--- src/rtl/mem_stage_pkg.sv ---
// Shared definitions for the memory pipeline stage: FSM states, default
// memory base and destination width, and the address translation helper.
package mem_stage_pkg;

  typedef enum logic [1:0] {
    IDLE = 2'd0,
    WAIT = 2'd1,
    DONE = 2'd2
  } mem_state_t;

  localparam logic [31:0] MEM_BASE = 32'd1024;
  localparam int          DEST_W   = 5;

  // Rebase the ALU result onto the data memory and force word alignment.
  // The subtraction wraps modulo 2^32 on purpose, so results below the
  // base simply land at the top of the address space.
  function automatic logic [31:0] word_addr(input logic [31:0] alu_result,
                                            input logic [31:0] base);
    logic [31:0] rebased;
    rebased = alu_result - base;
    return {rebased[31:2], 2'b00};
  endfunction

endpackage

--- src/rtl/mem_wb_reg.sv ---
// MEM/WB pipeline register. A bubble kills the write-back and load flags
// while leaving the data fields as they were.
module mem_wb_reg
  import mem_stage_pkg::*;
#(
  parameter int DEST_W = mem_stage_pkg::DEST_W
) (
  input  logic              clk,
  input  logic              rst,
  input  logic              bubble,
  input  logic              WB_en_in,
  input  logic              MEM_R_EN_in,
  input  logic [31:0]       ALU_result_in,
  input  logic [31:0]       MEM_read_value_in,
  input  logic [DEST_W-1:0] Dest_in,
  output logic              WB_en,
  output logic              MEM_R_EN,
  output logic [31:0]       ALU_result,
  output logic [31:0]       MEM_read_value,
  output logic [DEST_W-1:0] Dest
);

  // Load the next instruction, insert a bubble, or clear everything on reset.
  always_ff @(posedge clk) begin
    if (rst) begin
      WB_en          <= 1'b0;
      MEM_R_EN       <= 1'b0;
      ALU_result     <= 32'd0;
      MEM_read_value <= 32'd0;
      Dest           <= '0;
    end else if (bubble) begin
      WB_en    <= 1'b0;
      MEM_R_EN <= 1'b0;
    end else begin
      WB_en          <= WB_en_in;
      MEM_R_EN       <= MEM_R_EN_in;
      ALU_result     <= ALU_result_in;
      MEM_read_value <= MEM_read_value_in;
      Dest           <= Dest_in;
    end
  end

endmodule

--- src/rtl/mem_stage.sv ---
// Memory stage: issues a registered request for loads and stores, stalls
// the front of the pipeline until the memory acknowledges, then hands the
// instruction and any loaded data to the MEM/WB register.
module mem_stage
  import mem_stage_pkg::*;
#(
  parameter logic [31:0] MEM_BASE = mem_stage_pkg::MEM_BASE,
  parameter int          DEST_W   = mem_stage_pkg::DEST_W
) (
  input  logic              clk,
  input  logic              rst,
  input  logic              WB_en_in,
  input  logic              MEM_R_EN_in,
  input  logic              MEM_W_EN_in,
  input  logic [31:0]       ALU_result_in,
  input  logic [31:0]       ST_val_in,
  input  logic [DEST_W-1:0] Dest_in,
  output logic              mem_req,
  output logic              mem_we,
  output logic [31:0]       mem_addr,
  output logic [31:0]       mem_wdata,
  input  logic              mem_ack,
  input  logic [31:0]       mem_rdata,
  output logic              freeze,
  output logic              WB_en,
  output logic              MEM_R_EN,
  output logic [31:0]       ALU_result,
  output logic [31:0]       MEM_read_value,
  output logic [DEST_W-1:0] Dest
);

  mem_state_t  state;
  logic [31:0] rdata_q;
  logic        mem_access;

  assign mem_access = MEM_R_EN_in | MEM_W_EN_in;

  // Stall upstream as soon as a memory instruction shows up and until the ack.
  always_comb begin
    freeze = 1'b0;
    case (state)
      IDLE:    freeze = mem_access;
      WAIT:    freeze = 1'b1;
      default: freeze = 1'b0;
    endcase
  end

  // Request FSM: IDLE issues, WAIT holds the request until ack, DONE releases.
  always_ff @(posedge clk) begin
    if (rst) begin
      state     <= IDLE;
      mem_req   <= 1'b0;
      mem_we    <= 1'b0;
      mem_addr  <= 32'd0;
      mem_wdata <= 32'd0;
      rdata_q   <= 32'd0;
    end else begin
      case (state)
        IDLE: begin
          if (mem_access) begin
            mem_req   <= 1'b1;
            mem_we    <= MEM_W_EN_in;
            mem_addr  <= word_addr(ALU_result_in, MEM_BASE);
            mem_wdata <= ST_val_in;
            state     <= WAIT;
          end
        end
        WAIT: begin
          if (mem_ack) begin
            mem_req <= 1'b0;
            if (!mem_we) begin
              rdata_q <= mem_rdata;
            end
            state <= DONE;
          end
        end
        DONE: begin
          state <= IDLE;
        end
        default: begin
          state <= IDLE;
        end
      endcase
    end
  end

  mem_wb_reg #(
    .DEST_W(DEST_W)
  ) u_mem_wb_reg (
    .clk               (clk),
    .rst               (rst),
    .bubble            (freeze),
    .WB_en_in          (WB_en_in),
    .MEM_R_EN_in       (MEM_R_EN_in),
    .ALU_result_in     (ALU_result_in),
    .MEM_read_value_in (rdata_q),
    .Dest_in           (Dest_in),
    .WB_en             (WB_en),
    .MEM_R_EN          (MEM_R_EN),
    .ALU_result        (ALU_result),
    .MEM_read_value    (MEM_read_value),
    .Dest              (Dest)
  );

endmodule

--- config.mk ---
export PLATFORM = sky130hd
export DESIGN_NAME = mem_stage
export DESIGN_NICKNAME = d
export VERILOG_FILES = /design/src/rtl/mem_stage_pkg.sv /design/src/rtl/mem_wb_reg.sv /design/src/rtl/mem_stage.sv
export SDC_FILE = /design/constraint.sdc
export NUM_CORES = 1
export LEC_CHECK = 0
export CAP_MARGIN = 25
export CELL_PAD_IN_SITES_DETAIL_PLACEMENT = 1
export CELL_PAD_IN_SITES_GLOBAL_PLACEMENT = 1
export CORE_MARGIN = 2
export CORE_UTILIZATION = 25
export DETAILED_ROUTE_END_ITERATION = 7
export HOLD_SLACK_MARGIN = 0.12
export MAX_ROUTING_LAYER = met4
export PLACE_DENSITY_LB_ADDON = 0.1
export SYNTH_ARGS = -nofsm -noshare
export SYNTH_HDL_FRONTEND = slang
export SYNTH_SLANG_ARGS = --single-unit
--- constraint.sdc ---
create_clock -name clk -period 4.4 [get_ports clk]
set_input_delay 1.1 -clock clk [delete_from_list [all_inputs] [get_ports clk]]
set_output_delay 1.1 -clock clk [all_outputs]
set_load 0.02 [all_outputs]
### After elaboration in Yosys (flattened, before gate mapping)

Index checks and enable logic that the tools add are counted.

| word-level totals | value |
|---|---|
| bits of input ports | 107 |
| logic and storage cells | 31 |
| flip-flop bits (word level) | 169 |

| cells by class | value |
|---|---|
| equal/unequal tests | 3 |
| bitwise gates (word level) | 2 |
| reduce and logical (&&, ||, !) cells | 7 |
| add/subtract/negate cells | 1 |
| muxes and demuxes | 7 |

Operators with widths:

| operator | count |
|---|---|
| 32-bit by 11-bit subtractor with 32-bit output (second input constant) | 1 |
| 3-bit AND reduction | 2 |
| 2-bit two-way mux | 2 |
| 2-bit != test (second input constant) | 2 |
| 1-bit one-hot mux with 2 select lines | 2 |
| 2-bit one-hot mux with 2 select lines | 1 |
| 2-bit AND reduction | 2 |
| 2-bit by 1-bit equality test with 1-bit output (second input constant) | 1 |
| 2-bit zero test | 1 |
| 1-bit two-way mux | 2 |
| 2-bit nonzero test | 1 |
| 2-bit OR reduction | 1 |
| 1-bit NOT | 1 |
| 1-bit OR | 1 |

### Longest topological paths before layout

| logic depth | value |
|---|---|
| word-level depth | 3 |
| depth in mapped cells | 7 |
| depth with buffers taken out | 6 |

### Modules after synthesis

Synthesis repeated with hierarchy kept, for this count alone.

| unflattened totals | value |
|---|---|
| cell total of the unflattened synthesis | 691 |
| area total of the unflattened synthesis | 6294.8 um2 |

Modules (own cells, without submodules):

| module | sequential area each (um2) | cells each | area an instance (um2) | times used |
|---|---|---|---|---|
| mem_stage | 1961.9 | 464 | 3759.9 | 1 |
| mem_wb_reg | 1421.4 | 227 | 2534.9 | 1 |

### Worst setup path before layout

OpenSTA, ideal clock, no wires.

| timing | value |
|---|---|
| path type | input to output |
| start | in MEM_W_EN_in |
| end | out freeze |
| cell stages on the path | 5 |
| required time | 3.300 ns |
| slack | 1.254 ns |
| arrival time | 2.046 ns |
| buffers on the path | 2 |
| cell sequence | nor3_1 or2_2 clkbuf_1 inv_2 clkbuf_1 |

| between the ends | value |
|---|---|
| cells in the longest elaborated chain, start to end | 2 |

Ends and longest elaborated chain:

| what | RTL line | RTL |
|---|---|---|
| start: declaration | mem_stage.sv:14 | `input logic MEM_W_EN_in,` |
| 1-bit OR | mem_stage.sv:36 | `assign mem_access = MEM_R_EN_in \| MEM_W_EN_in;` |
| 1-bit one-hot mux with 2 select lines | mem_stage.sv:41 | `case (state)` |
| end: declaration | mem_stage.sv:24 | `output logic freeze,` |

No other way between the ends.

### Worst setup path in the final report

Same ends and word-level chain as after synthesis.

==> run_results.csv <==
group,metric,value,unit
global_routing,grt_max_degree,79,
synthesis,synth_area_per_cell,7.97,um2
timing,setup_ws,526,ps
min_path,whs_endpoint,"u_mem_wb_reg.MEM_read_value[30]",
timing,fin_crit,3870,ps
worst_setup_path,rr_worst_depth,6,
floorplanning,placement_rows,57,
clocking,htreeDepth,4,
worst_setup_path,path_class,"in -> out",
clocking,clock_sinks,169,
synthesis,ys.flop_type,"dfxtp_1",
synthesis,ys_warn_count,0,
min_path,holdCritStartpoint,"u_mem_wb_reg.MEM_read_value[30]",
place,pre_cts_ws,520,ps
synthesis,synthMuxAreaShare,0,%
worst_setup_path,r2r_end,"u_mem_wb_reg.Dest[2]",
timing,clock_skew,9.80,ps
layout,fillerInstances,2862,
min_path,hold_depth,2,
layout,multi_input_area,2550,um2
worst_setup_path,cp.required,3300,ps
drt,avgRoutedWirePerCell,16.1,um
synthesis,synth_edf_count,0,
floorplanning,die_h,161,um
global_routing,grt_usage,17.2,%
drt,wirelength,21300,um
floorplanning,start_util,25.4,%
floorplanning,ios,245,
clocking,cts_inserted_buffers,17,
flow_run,max_cap_viol_count,0,
synthesis,async_reset_ff_share,0,%
timing,worst_pin_slew,955,ps
worst_setup_path,r2r_start,"state[0]",
drt,drc,0,
timing,rsz0062_at_grt,"no",
layout,num-nets-final,1093,
clocking,cts_resized,0,
power_and_ir_drop,p_leak,3.28,nW
min_path,hold_path.class,"reg -> reg",
power_and_ir_drop,power_density,406,nW/um2
drt,drt_first_pass_iters,4,
global_routing,grt_pass1_wl,34000,um
timing,finalCritPeriodShare,88.1,%
global_routing,grt_pass1_vias,6042,
status,status,"finished clean",
place,io_buffers,242,
clocking,cts_root_buffer,"clkbuf_16",
synthesis,yosysSeqAreaShare,54.9,%
floorplanning,core,24200,um2
layout,instances_no_fill,1322,
global_routing,grt_remaining_overflow,0,
synthesis,synth_xor_area_share,1.56,%
timing,slew_headroom,36.3,%
drt,viasPerCell,4.44,
clocking,postCtsHoldBufs,0,
worst_setup_path,cp_data_arrival_time,2770,ps
timing,setup_tns,0,ps
power_and_ir_drop,fin_total_pwr,3.84,mW
layout,final_common_cell,"nand2_1",
floorplanning,die_width,161,um
global_routing,antenna_found_initial,0,
layout,register_area,3380,um2
clocking,post-cts-setup-buffers,0,
power_and_ir_drop,ir_drop,195,uV
synthesis,synth_adder_area_share,0.203,%
synthesis,synth-seq-cells,169,
worst_setup_path,reg2reg_slack,2560,ps
layout,layout-drive-gt1-share,5.81,%
worst_setup_path,cp_max_fo,4,
synthesis,synth_top_family_by_area,"simple AND/OR/NAND/NOR gates",
synthesis,synth_area,6160,um2
clocking,insertion_delay,430,ps
clocking,clock_path_buffers,2,
drt,drtIter0Drc,224,
synthesis,synth-compound-area-share,15.6,%
worst_setup_path,critPathCaptureType,"primary output",
timing,hold_viol_final,0,
drt,vias,5871,
layout,diodes,0,
synthesis,synthSimpleGateAreaFrac,23.7,%
floorplanning,dieArea,25900,um2
synthesis,synthCells,773,
timing,setup_viol,0,
synthesis,synth.distinct_cells,39,
timing,fmax,0.258,GHz
worst_setup_path,setup.worst_path.start_class,"input port",
layout,final_cell_mix,"nand2_1, clkdlybuf4s50_1, dfxtp_1",
clocking,clk_pin_slew_worst_paths,60,ps
place,gp_congestion,0.746,
drt,final_antenna_net_count,0,
timing,drv_slew,0,
clocking,cts_tree,"done",
place,hpwl,14200,um
layout,syn_to_final_growth,53.5,%
place,post-place-cells,1290,
Yosys cell counts (3+ instances only):
library cell	instances	area (um2)
a211oi_1	13	97.6
a21oi_1	144	721
a311oi_1	9	78.8
buf_1	6	22.5
clkbuf_1	49	184
dfxtp_1	169	3380
nand2_1	291	1090
nand4_1	3	18.8
nor2_1	32	120
o21ai_0	3	15.0
o31ai_1	4	30.0
or2_2	3	18.8
or3_2	3	22.5
or4_1	4	30.0
xnor2_1	4	35.0
xor2_1	7	61.3
how the worst max path moves through the flow:
stage,slack [ps],cells after the start,endpoint,startpoint
floorplan,1250,5,freeze,MEM_W_EN_in
global placement,500,5,freeze,MEM_W_EN_in
detailed placement,520,5,freeze,MEM_R_EN_in
CTS,510,5,freeze,MEM_R_EN_in
global route,420,5,freeze,MEM_W_EN_in
finish,530,5,freeze,MEM_W_EN_in
where the power goes:
group	leakage, nW	internal [mW]	switching [mW]
clock	0.285	0.828	0.684
sequential	1.38	1.62	0.0460
combinational	1.61	0.295	0.364
total	3.28	2.75	1.09
worst max-delay path, stage by stage:
cell             delay, ps
clkdlybuf4s50_1        550
nor3_1                  70
or2_2                  310
inv_2                   70
clkdlybuf4s50_1        670
stage by stage:
stage / hold WS [ps] / util, % / cell area [um2]
after CTS: 452 / 39.0 / 9450
after floorplan: 434 / - / 6160
after global routing: 469 / 39.0 / 9450
after global placement: 438 / 36.6 / 8870
after detailed placement: 444 / 36.6 / 8870
final: 451 / 39.0 / 9450
logic make-up (layout without fill, tap and decap cells):
| logic type | Yosys count | count (layout) |
|---|---|---|
| xor+xnor | 11 | 11 |
| flops | 169 | 169 |
| buf+inv | 61 | 285 |
| fa+ha+maj | 1 | 1 |
| compound gates | 176 | 176 |
| other cells | 1 | 2 |
| simple gates | 354 | 354 |
state kept, by name, indices dropped and copies added, names as in the netlist:
signal	flops
u_mem_wb_reg.WB_en	1
rdata_q	32
u_mem_wb_reg.Dest	5
state	2
mem_wdata	32
u_mem_wb_reg.MEM_read_value	32
mem_req	1
u_mem_wb_reg.ALU_result	32
mem_addr	30
u_mem_wb_reg.MEM_R_EN	1
mem_we	1
final cells by class:
cell class	count	share of cell area (%)
repair buffers	250	26.6
well taps	324	4.29
inverters	3	0.119
clock inverters	13	1.42
multi-input cells	544	27.0
flip-flops and latches	169	35.8
clock buffers	19	4.79
per-layer routing:
| layer | GRT usage [%] | wire length (um) | part of all wire [%] | up-vias |
|---|---|---|---|---|
| li1 | - | - | - | 2968 |
| met1 | 21.9 | 10200 | 48 | 2732 |
| met2 | 26.8 | 9570 | 45 | 154 |
| met3 | 4.91 | 1270 | 6.0 | 17 |
| met4 | 4.30 | 240 | 1.1 | 0 |
| met5 | - | 0 | 0 | - |
Note: power is estimated with default switching activity, not from simulation.
